`config.mk`:
```
export PLATFORM = sky130hd
export DESIGN_NAME = inv_syn_arb
export DESIGN_NICKNAME = d
export VERILOG_FILES = /design/src/rtl/inv_syn_pkg.sv /design/src/rtl/inv_syn_core.sv /design/src/rtl/inv_syn_arb.sv
export SDC_FILE = /design/constraint.sdc
export NUM_CORES = 1
export LEC_CHECK = 0
export BUFFER_PORTS_ARGS = -buffer_cell sky130_fd_sc_hd__buf_2
export CORE_ASPECT_RATIO = 1.4
export CORE_MARGIN = 2
export CORE_UTILIZATION = 54
export CTS_BUF_LIST = sky130_fd_sc_hd__clkbuf_16
export DETAILED_ROUTE_END_ITERATION = 8
export PLACE_DENSITY = 0.81
export SYNTH_ARGS = -nofsm -noshare
export SYNTH_HDL_FRONTEND = slang
export SYNTH_HIERARCHICAL = 1
export SYNTH_SLANG_ARGS = --single-unit
```
`constraint.sdc`:
```
create_clock -name clk -period 6.6 [get_ports clk]
set_clock_uncertainty 0.1 [all_clocks]
set_input_delay 0.33 -clock clk [delete_from_list [all_inputs] [get_ports clk]]
set_output_delay 0.33 -clock clk [all_outputs]
set_load 0.01 [all_outputs]
```
`src/rtl/inv_syn_pkg.sv`:
```
// Shared definitions for the invariant-syndrome blocks: digit width,
// requester id type and the per-digit weight mapping.
package inv_syn_pkg;

  localparam int DIGIT_W           = 2;
  localparam int ZERO_DIGIT_WEIGHT = 4;
  localparam int WEIGHT_W          = 3;

  typedef logic req_id_t;

  localparam req_id_t REQ_ID_0 = 1'b0;
  localparam req_id_t REQ_ID_1 = 1'b1;

  // A zero digit carries the heaviest weight so an all-zero word is not a null syndrome.
  function automatic logic [WEIGHT_W-1:0] weight(input logic [DIGIT_W-1:0] digit);
    if (digit == '0) begin
      weight = WEIGHT_W'(ZERO_DIGIT_WEIGHT);
    end else begin
      weight = {1'b0, digit};
    end
  endfunction

endpackage

```
`src/rtl/inv_syn_core.sv`:
```
// Combinational N-digit weighted sum: sum of weight(digit i) * (i+1).
// Holds no state so other syndrome blocks can reuse it directly.
module inv_syn_core
  import inv_syn_pkg::*;
#(
  parameter int N     = 6,
  parameter int SUM_W = 14
) (
  input  logic [DIGIT_W*N-1:0] word,
  output logic [SUM_W-1:0]     sum
);

  always_comb begin
    sum = '0;
    for (int i = 0; i < N; i++) begin
      sum = sum + SUM_W'(weight(word[DIGIT_W*i +: DIGIT_W])) * SUM_W'(i + 1);
    end
  end

endmodule

```
`src/rtl/inv_syn_arb.sv`:
```
// Round-robin share of one weighted-sum datapath between two word requesters,
// with a one-deep response register, full backpressure and served counters.
module inv_syn_arb
  import inv_syn_pkg::*;
#(
  parameter int N     = 6,
  parameter int SUM_W = 14,
  parameter int CNT_W = 16
) (
  input  logic                 clk,
  input  logic                 rst,
  input  logic                 req0_valid,
  input  logic [2*N-1:0]       req0_word,
  output logic                 req0_ready,
  input  logic                 req1_valid,
  input  logic [2*N-1:0]       req1_word,
  output logic                 req1_ready,
  output logic                 rsp_valid,
  output logic                 rsp_id,
  output logic [SUM_W-1:0]     rsp_sum,
  input  logic                 rsp_ready,
  output logic [CNT_W-1:0]     cnt0,
  output logic [CNT_W-1:0]     cnt1
);

  req_id_t          last_grant;
  req_id_t          gnt_id;
  logic             gnt_valid;
  logic             can_accept;
  logic             xfer;
  logic [2*N-1:0]   word_sel;
  logic [SUM_W-1:0] core_sum;

  // Contention goes to whoever was not served last; a lone requester always wins.
  always_comb begin
    gnt_valid = req0_valid || req1_valid;
    gnt_id    = REQ_ID_0;
    if (req0_valid && req1_valid) begin
      gnt_id = ~last_grant;
    end else if (req1_valid) begin
      gnt_id = REQ_ID_1;
    end
  end

  assign can_accept = !rsp_valid || rsp_ready;
  assign req0_ready = can_accept && gnt_valid && (gnt_id == REQ_ID_0);
  assign req1_ready = can_accept && gnt_valid && (gnt_id == REQ_ID_1);
  assign xfer       = can_accept && gnt_valid;
  assign word_sel   = (gnt_id == REQ_ID_1) ? req1_word : req0_word;

  inv_syn_core #(
    .N     (N),
    .SUM_W (SUM_W)
  ) u_core (
    .word (word_sel),
    .sum  (core_sum)
  );

  always_ff @(posedge clk) begin
    if (!rst) begin
      rsp_valid  <= 1'b0;
      rsp_id     <= REQ_ID_0;
      rsp_sum    <= '0;
      last_grant <= REQ_ID_1;
    end else if (xfer) begin
      rsp_valid  <= 1'b1;
      rsp_id     <= gnt_id;
      rsp_sum    <= core_sum;
      last_grant <= gnt_id;
    end else if (rsp_ready) begin
      rsp_valid  <= 1'b0;
    end
  end

  // Served counters saturate rather than wrap.
  always_ff @(posedge clk) begin
    if (!rst) begin
      cnt0 <= '0;
      cnt1 <= '0;
    end else begin
      if (xfer && (gnt_id == REQ_ID_0) && (cnt0 != '1)) begin
        cnt0 <= cnt0 + CNT_W'(1);
      end
      if (xfer && (gnt_id == REQ_ID_1) && (cnt1 != '1)) begin
        cnt1 <= cnt1 + CNT_W'(1);
      end
    end
  end

endmodule

```
* Word-level counts from Yosys, hierarchy flattened
Cells that the tools add are included.
** Word-level totals
- Input bits :: 29
- Output and inout bits :: 50
- Bits in registers :: 49
- Logic and storage cells :: 47
** Cells by class
- Bitwise operators :: 2
- Equal/unequal tests :: 2
- Multiply operators :: 3
- Reductions and logical operators :: 16
- Add/sub/neg operators :: 7
- Mux-type cells :: 11
** Operators with widths (count)
- 16-bit by 1-bit adder with 16-bit output (second input constant) :: 2
- 16-bit != test (second input constant) :: 2
- 14-bit by 5-bit adder with 14-bit output :: 2
- 14-bit by 6-bit adder with 14-bit output :: 2
- 3-bit 2-to-1 mux :: 6
- 2-bit logical NOT :: 6
- 12-bit 2-to-1 mux :: 1
- 3-bit by 2-bit multiplier with 5-bit output (second input constant) :: 2
- 1-bit logical AND :: 6
- 3-bit by 3-bit multiplier with 6-bit output (second input constant) :: 1
- 3-bit by 4-bit adder with 5-bit output :: 1
- 1-bit 2-to-1 mux :: 4
- 1-bit logical OR :: 2
- 1-bit inverter :: 2
- 2-bit nonzero test :: 1
- 1-bit logical NOT :: 1

* Longest topological paths before layout
Gate-level depths: netlist (run 1).
- Word-level depth :: 10
- Gate-level depth with buffers :: 25
- Gate-level depth less buffers :: 23

* By module
The synthesis (run 1) kept the hierarchy.
** Modules (own cells, without submodules)
- inv_syn_arb :: times used 1, cells an instance 296, seq. area each 980.9 sq um, area each 2512.4 sq um
- inv_syn_core :: times used 1, cells an instance 111, seq. area each 0.0 sq um, area each 922.1 sq um

* Worst setup path after synthesis (run 1)
Ideal clock, no wire load.
- Path kind :: input-to-reg
- From :: input port req0_valid
- To :: register rsp_sum[6]
- Library setup time :: 0.070 ns
- Path buffers :: 2
- Setup slack :: 0.819 ns
- Data required time :: 6.430 ns
- Arrival :: 5.610 ns
- Stages :: 22
- Path through :: buf_2 -> a21boi_4 -> buf_1 -> mux2_2 -> inv_1 -> ha_1 -> inv_1 -> ha_1 -> fa_1 -> ha_1 -> fa_1 -> fa_1 -> ha_1 -> inv_1 -> fa_1 -> inv_1 -> fa_1 -> a21o_2 -> a21oi_1 -> xnor2_1 -> nand2_1 -> a21oi_1
** Between the ends
- Longest elaborated chain between the ends :: 10
- Elaborated cells on any way between the ends :: 25
- Classes of those cells :: add/sub: 5; mul: 3; mux: 8; reduce/logical: 9
** RTL lines
- from (decl) :: line inv_syn_arb.sv:12 : input logic req0_valid,
- 1-bit logical AND * :: line inv_syn_arb.sv:38 : if (req0_valid && req1_valid) begin
- 1-bit 2-to-1 mux * :: line inv_syn_arb.sv:38
- 12-bit 2-to-1 mux * :: line inv_syn_arb.sv:49 : assign word_sel = (gnt_id == REQ_ID_1) ? req1_word : req0_word;
- net word_sel[5] :: line inv_syn_arb.sv:31 : logic [2*N-1:0] word_sel;
- 2-bit logical NOT :: line inv_syn_pkg.sv:16 : if (digit == '0) begin
- 3-bit 2-to-1 mux * :: line inv_syn_pkg.sv:16
- 3-bit by 2-bit multiplier with 5-bit output * :: line inv_syn_core.sv:16 : sum = sum + SUM_W'(weight(word[DIGIT_W*i +: DIGIT_W])) * SUM_W'(i + 1);
- 14-bit by 5-bit adder with 14-bit output * (2 in series) :: line inv_syn_core.sv:16
- 14-bit by 6-bit adder with 14-bit output * (2 in series) :: line inv_syn_core.sv:16
- net core_sum[6] :: line inv_syn_arb.sv:32 : logic [SUM_W-1:0] core_sum;
- to (signal assigned) :: line inv_syn_arb.sv:68 : rsp_sum <= core_sum;
- to (decl) :: line inv_syn_arb.sv:20 : output logic [SUM_W-1:0] rsp_sum,
Mark *: on every way through the listed nets, which the timed path passes. The rest lies on a longest branch.
A chain may end at the register's enable or synchronous reset.

* Worst setup path after layout (run 1)
- From :: register last_grant
- To :: register rsp_sum[6]
** Between the ends
- Longest elaborated chain between the ends :: 10
- Elaborated cells on any way between the ends :: 23
- Classes of those cells :: add/sub: 5; mul: 3; mux: 8; bitwise: 1; reduce/logical: 6
** RTL lines
- from (decl) :: line inv_syn_arb.sv:26 : req_id_t last_grant;
- from (signal assigned) :: line inv_syn_arb.sv:69 : last_grant <= gnt_id;
- 1-bit inverter * :: line inv_syn_arb.sv:39 : gnt_id = ~last_grant;
- 1-bit 2-to-1 mux * :: line inv_syn_arb.sv:38
- 12-bit 2-to-1 mux * :: line inv_syn_arb.sv:49
- net word_sel[5] :: line inv_syn_arb.sv:31
- 2-bit logical NOT :: line inv_syn_pkg.sv:16
- 3-bit 2-to-1 mux * :: line inv_syn_pkg.sv:16
- 3-bit by 2-bit multiplier with 5-bit output * :: line inv_syn_core.sv:16
- 14-bit by 5-bit adder with 14-bit output * (2 in series) :: line inv_syn_core.sv:16
- 14-bit by 6-bit adder with 14-bit output * (2 in series) :: line inv_syn_core.sv:16
- net core_sum[6] :: line inv_syn_arb.sv:32
Marks and branches as above.

==> results of run 1 <==
==> report_power, final <==
part           switching, mW  internal [mW]
clock                  0.110          0.176
sequential            0.0113          0.317
combinational          0.285          0.232
==> worst max-delay path, delay by kind of cell (launching register included) <==
kind	cells	cell delay [ps]
mux	1	420
buf+inv	4	210
simple gates	1	60
fa+ha+maj	9	3170
flops	1	350
xor+xnor	2	370
compound gates	4	940
==> cell families after synthesis <==
family | count (synthesis)
adders and majority gates | 40
buffers and inverters | 73
muxes | 18
xor gates and xnor gates | 5
other | 1
DFF | 49
AOI/OAI and AO/OA | 84
and+or+nand+nor | 137
==> state kept, by name (all words and copies together) (netlist names) <==
register,flops
cnt0,16
cnt1,16
last_grant,1
rsp_id,1
rsp_sum,14
rsp_valid,1
==> cells in the mapped netlist, types with 5 or more instances <==
| master | count |
|---|---|
| dfxtp_1 | 49 |
| nand3_1 | 10 |
| a21oi_1 | 40 |
| fa_1 | 13 |
| or3_1 | 5 |
| nor4_1 | 6 |
| nor2_1 | 10 |
| or4_1 | 14 |
| nand2b_1 | 9 |
| clkbuf_1 | 18 |
| buf_4 | 6 |
| inv_1 | 42 |
| o21ai_0 | 6 |
| ha_1 | 27 |
| o31ai_1 | 14 |
| buf_2 | 6 |
| nand4_1 | 10 |
| mux2i_1 | 6 |
| nand2_1 | 48 |
| mux2_2 | 12 |
==> cell type report <==
type / instances / area [µm²]
clock buffer: 5 / 125
clock inverter: 2 / 35.0
fill: 534 / 2190
inverter: 42 / 158
multi-input combinational: 291 / 2170
sequential: 49 / 981
tap: 72 / 90.1
timing repair buffer: 81 / 413
==> through the flow <==
step                std cells  area [µm²]  utilization (%)
finish                    542        3970             64.4
global route              542        3970             64.4
CTS                       542        3970             64.4
detailed placement        535        3810             61.8
global placement          535        3810             61.8
floorplan                 413        3460                -
==> path summary, 6_finish.rpt <==
check,cells after the start,end,start,slack [ps]
worst min-delay path,3,rsp_valid$_SDFFE_PN0P_,req1_valid,280
worst min register to register,2,rsp_sum[10]$_SDFFE_PN0N_,rsp_sum[10]$_SDFFE_PN0N_,350
worst max-delay path,21,rsp_sum[6]$_SDFFE_PN0N_,last_grant$_SDFFE_PN1N_,890
worst max register to register,21,rsp_sum[6]$_SDFFE_PN0N_,last_grant$_SDFFE_PN1N_,890
==> routing by layer <==
metal	up-vias	part of all wire (%)	track usage, %
met3	12	4.6	3.41
met2	88	52	39.0
li1	1543	-	-
met5	-	0	0
met4	0	1.7	8.42
met1	1461	42	24.6
==> results.sh, run 1 <==
export IMPL_endpoint_kind="flip-flop"
export IMPL_htree_levels=2
export IMPL_clock_sinks=49
export IMPL_grt_max_degree=26
export IMPL_ys_warn_count=6
export IMPL_vias=3104
export IMPL_postSynthCellCount=407
export IMPL_status="finished clean"
export IMPL_synth_simple_area_share_pct=22.4
export IMPL_cts_made_buffers=5
export IMPL_synth_area_leaders="dfxtp_1 (29%), ha_1 (9.8%), fa_1 (7.6%)"
export IMPL_gp_congestion=0.877
export IMPL_total_power_mw=1.13
export IMPL_totalWireLength_um=7520
export IMPL_drc=0
export IMPL_min_period_over_period_pct=86.5
export IMPL_synthesis_area_um2=3430
export IMPL_ctsResizeCount=0
export IMPL_tns_ps=0
export IMPL_ys_seq_area_share_pct=28.6
export IMPL_antenna_cells=0
export IMPL_layout_commonest_cell="buf_2"
export IMPL_fmax_ghz=0.175
export IMPL_power_density_nw_per_um2=285
export IMPL_grtUsageTotal_pct=21.5
export IMPL_worstMarginPinSlew_ps=977
export IMPL_cp_common_cell="ha_1"
export IMPL_core_um2=6170
export IMPL_cts_tree="yes"
export IMPL_drtAntennaViolNets=0
export IMPL_crit_fanout=16
export IMPL_clk_pin_slew_ps=70
export IMPL_synthMuxAreaShare_pct=5.68
export IMPL_wire_per_inst_um=13.9
export IMPL_synthToLayoutAreaGrowth_pct=15.7
export IMPL_layout_setup_ws_ps=893
export IMPL_grt_pass1_wl_um=12400
export IMPL_syn_area_per_cell_um2=8.44
export IMPL_drive_gt1_share_pct=23.4
export IMPL_rows=34
export IMPL_clock_latency_ps=290
export IMPL_synth_fa_ha_area_share_pct=17.4
export IMPL_finalCriticalPeriod_ps=5710
export IMPL_synth_flop_cell="dfxtp_1"
export IMPL_hold_ws_ps=276
export IMPL_rsz0062_at_grt="no"
export IMPL_cts_setup_buffers=0
export IMPL_crit_path_cell_trace="a21boi_4 > mux2_2 > inv_1 > ha_1 > inv_1 > ha_1 > fa_1 > ha_1 > fa_1 > xnor2_1 > fa_1 > ha_1 > inv_1 > fa_1 > inv_1 > ha_1 > a21o_2 > a21oi_1 > xnor2_1 > nand2_1 > a21oi_1"
export IMPL_grt_pass1_vias=2896
export IMPL_criticalPathCategory="reg -> reg"
export IMPL_viasPerCell=5.73
export IMPL_cts_root_buf="clkbuf_16"
export IMPL_preCtsSetupSlack_ps=738
export IMPL_initial_core_util_pct=55.7
export IMPL_synth_top_area_share_pct=28.6
export IMPL_max_stage_delay_ps=530
export IMPL_setup_viol=0
export IMPL_synthXorXnorAreaFrac_pct=1.28
export IMPL_drt_iter0_drc=101
export IMPL_die_x_um=71.4
export IMPL_synth_cell_types=51
export IMPL_arrival_ps=5830
export IMPL_grt_overflow_total=0
export IMPL_chipHeight_um=98.4
export IMPL_synth_edf_count=0
export IMPL_hpwlAfterDp_um=5630
export IMPL_synth_top_family_by_area="simple AND/OR/NAND/NOR gates"
export IMPL_max_slew_margin_pct=34.3
export IMPL_crit_required_ps=6720
export IMPL_slowest_stage="fa_1"
export IMPL_io_pins=79
export IMPL_synth_compound_gate_area_share_pct=15.7
export IMPL_yosysTopAreaCell="dfxtp_1"
export IMPL_peakVddDrop_mv=0.178
export IMPL_first_pass_iters=4
export IMPL_start_kind="flip-flop"
export IMPL_numPortBuffers=78
export IMPL_cts_hold_buf=0
export IMPL_max_cap_violations=0
export IMPL_die_area_um2=7020
export IMPL_hold_viol_final=0
export IMPL_ys_ff_latch=49
export IMPL_nets=539
export IMPL_antenna_found_initial=0
export IMPL_async_flop_share_pct=0
export IMPL_hold_class="in -> reg"
export IMPL_layout_common_cells="buf_2 (78), dfxtp_1 (49), nand2_1 (48), inv_1 (42), a21oi_1 (40)"
export IMPL_p_leak_nw=1.86
export IMPL_cts_max_path_buffers=2
export IMPL_slew_viol_final=0
(Power assumes the default switching activity.)
==> run 2: changes to the inputs <==
PLACE_DENSITY = not set   (was 0.81)
PLACE_DENSITY_LB_ADDON = 0.2   (was not set)
==> run 2 against run 1 <==
Count of clock-buffer cells in the layout unchanged; cell area grew 0.16%; sequential power about the same; register-to-register slack lost 30 ps; first-iteration DRC count is 8.9% lower; highest routed layer unchanged; die area unchanged.
==> results.sh, run 2 (synthesis gave the netlist of run 1 again) <==
export IMPL_total_power_mw=1.14
export IMPL_io_pins=79
export IMPL_power_density_nw_per_um2=285
export IMPL_chipHeight_um=98.4
export IMPL_endpoint_kind="flip-flop"
export IMPL_instances_no_fill=543
export IMPL_drt_iter0_drc=92
export IMPL_preCtsSetupSlack_ps=703
export IMPL_layout_common_cells="buf_2 (78), dfxtp_1 (49), nand2_1 (48), inv_1 (42), a21oi_1 (40)"
export IMPL_cts_hold_buf=0
export IMPL_r2r_slack_ps=860
export IMPL_hpwlAfterDp_um=5670
export IMPL_crit_required_ps=6720
export IMPL_grt_pass1_wl_um=12900
export IMPL_antenna_cells=0
export IMPL_max_cap_violations=0
export IMPL_grt_overflow_total=0
export IMPL_clock_sinks=49
export IMPL_min_period_over_period_pct=86.9
export IMPL_cts_max_path_buffers=2
export IMPL_criticalPathCategory="reg -> reg"
export IMPL_die_area_um2=7020
export IMPL_finalCriticalPeriod_ps=5740
export IMPL_antenna_found_initial=0
export IMPL_rsz0062_at_grt="no"
export IMPL_cts_setup_buffers=0
export IMPL_drive_gt1_share_pct=23.4
export IMPL_drtAntennaViolNets=0
export IMPL_grtUsageTotal_pct=22.3
export IMPL_hold_viol_final=0
export IMPL_grt_pass1_vias=2898
export IMPL_synthToLayoutAreaGrowth_pct=15.9
export IMPL_cts_tree="yes"
export IMPL_cts_root_buf="clkbuf_16"
export IMPL_vias=3060
export IMPL_p_leak_nw=1.85
export IMPL_drc=0
export IMPL_peakVddDrop_mv=0.177
export IMPL_start_kind="flip-flop"
export IMPL_layout_setup_ws_ps=862
export IMPL_layout_commonest_cell="buf_2"
export IMPL_reg_top3="cnt0 (16), cnt1 (16), rsp_sum (14)"
export IMPL_numPortBuffers=78
export IMPL_worstMarginPinSlew_ps=989
export IMPL_totalWireLength_um=7560
export IMPL_die_x_um=71.4
export IMPL_place_inst=535
export IMPL_initial_core_util_pct=55.7
export IMPL_gp_congestion=0.820
export IMPL_setup_viol=0
export IMPL_tns_ps=0
export IMPL_clk_pin_slew_ps=70
export IMPL_first_pass_iters=4
export IMPL_hold_ws_ps=274
export IMPL_grt_max_degree=29
export IMPL_fmax_ghz=0.174
export IMPL_slew_viol_final=0
export IMPL_clock_latency_ps=290
export IMPL_ctsResizeCount=0
export IMPL_arrival_ps=5860
export IMPL_nets=539
export IMPL_viasPerCell=5.64
export IMPL_hold_class="in -> reg"
export IMPL_rows=34
export IMPL_core_um2=6170
export IMPL_status="finished clean"
export IMPL_cts_made_buffers=5
export IMPL_htree_levels=2
export IMPL_crit_fanout=16
export IMPL_max_slew_margin_pct=33.5
export IMPL_wire_per_inst_um=13.9
run 2: cell types whose count changed in the layout (fill, tap and decap cells not counted):
cell / previous run / this run
clkinv_1: 0 / 1
clkinv_2: 1 / 0
clkinvlp_4: 0 / 1
run 2: where the power goes:
group          internal, mW  switching, mW  total (mW)
registers             0.317         0.0105       0.327
logic                 0.232          0.285       0.517
clock network         0.178          0.114       0.292
total                 0.727          0.409        1.14
run 2: path summary, 6_finish.rpt:
path	from	cells after the start	to
worst max-delay path	last_grant$_SDFFE_PN1N_	20	rsp_sum[6]$_SDFFE_PN0N_
worst max register to register	last_grant$_SDFFE_PN1N_	20	rsp_sum[6]$_SDFFE_PN0N_
worst min register to register	rsp_sum[12]$_SDFFE_PN0N_	2	rsp_sum[12]$_SDFFE_PN0N_
worst min-delay path	req1_valid	3	rsp_valid$_SDFFE_PN0P_
run 2: critical path: stages, from the launching register on:
cell and delay [ps]:
dfxtp_1 350, a21boi_4 460, mux2_2 420, inv_1 90, ha_1 140, inv_1 40, ha_1 290, fa_1 490
ha_1 240, fa_1 510, fa_1 440, ha_1 290, inv_1 50, fa_1 530, inv_1 70, fa_1 460
a21o_2 230, a21oi_1 160, xnor2_1 130, nand2_1 60, a21oi_1 130
run 2: cell type report:
type | count | area (µm²)
clock buffer | 5 | 125
timing repair buffer | 81 | 413
sequential | 49 | 981
fill | 561 | 2190
tap | 72 | 90.1
inverter | 42 | 158
multi-input combinational | 291 | 2170
clock inverter | 3 | 41.3
run 2: routing by layer:
layer	track usage [%]	part of all wire, %	vias to the layer above
met5	0	0	-
met3	3.92	4.6	8
li1	-	-	1540
met4	7.55	1.3	0
met2	39.6	52	68
met1	26.6	42	1444
run 2: metrics by stage:
stage          instance area, µm²  util (%)
3_3_place_gp                 3810      61.8
6_report                     3980      64.5
5_1_grt                      3980      64.5
3_5_place_dp                 3810      61.8
4_1_cts                      3980      64.5
2_1_floorplan                3460         -
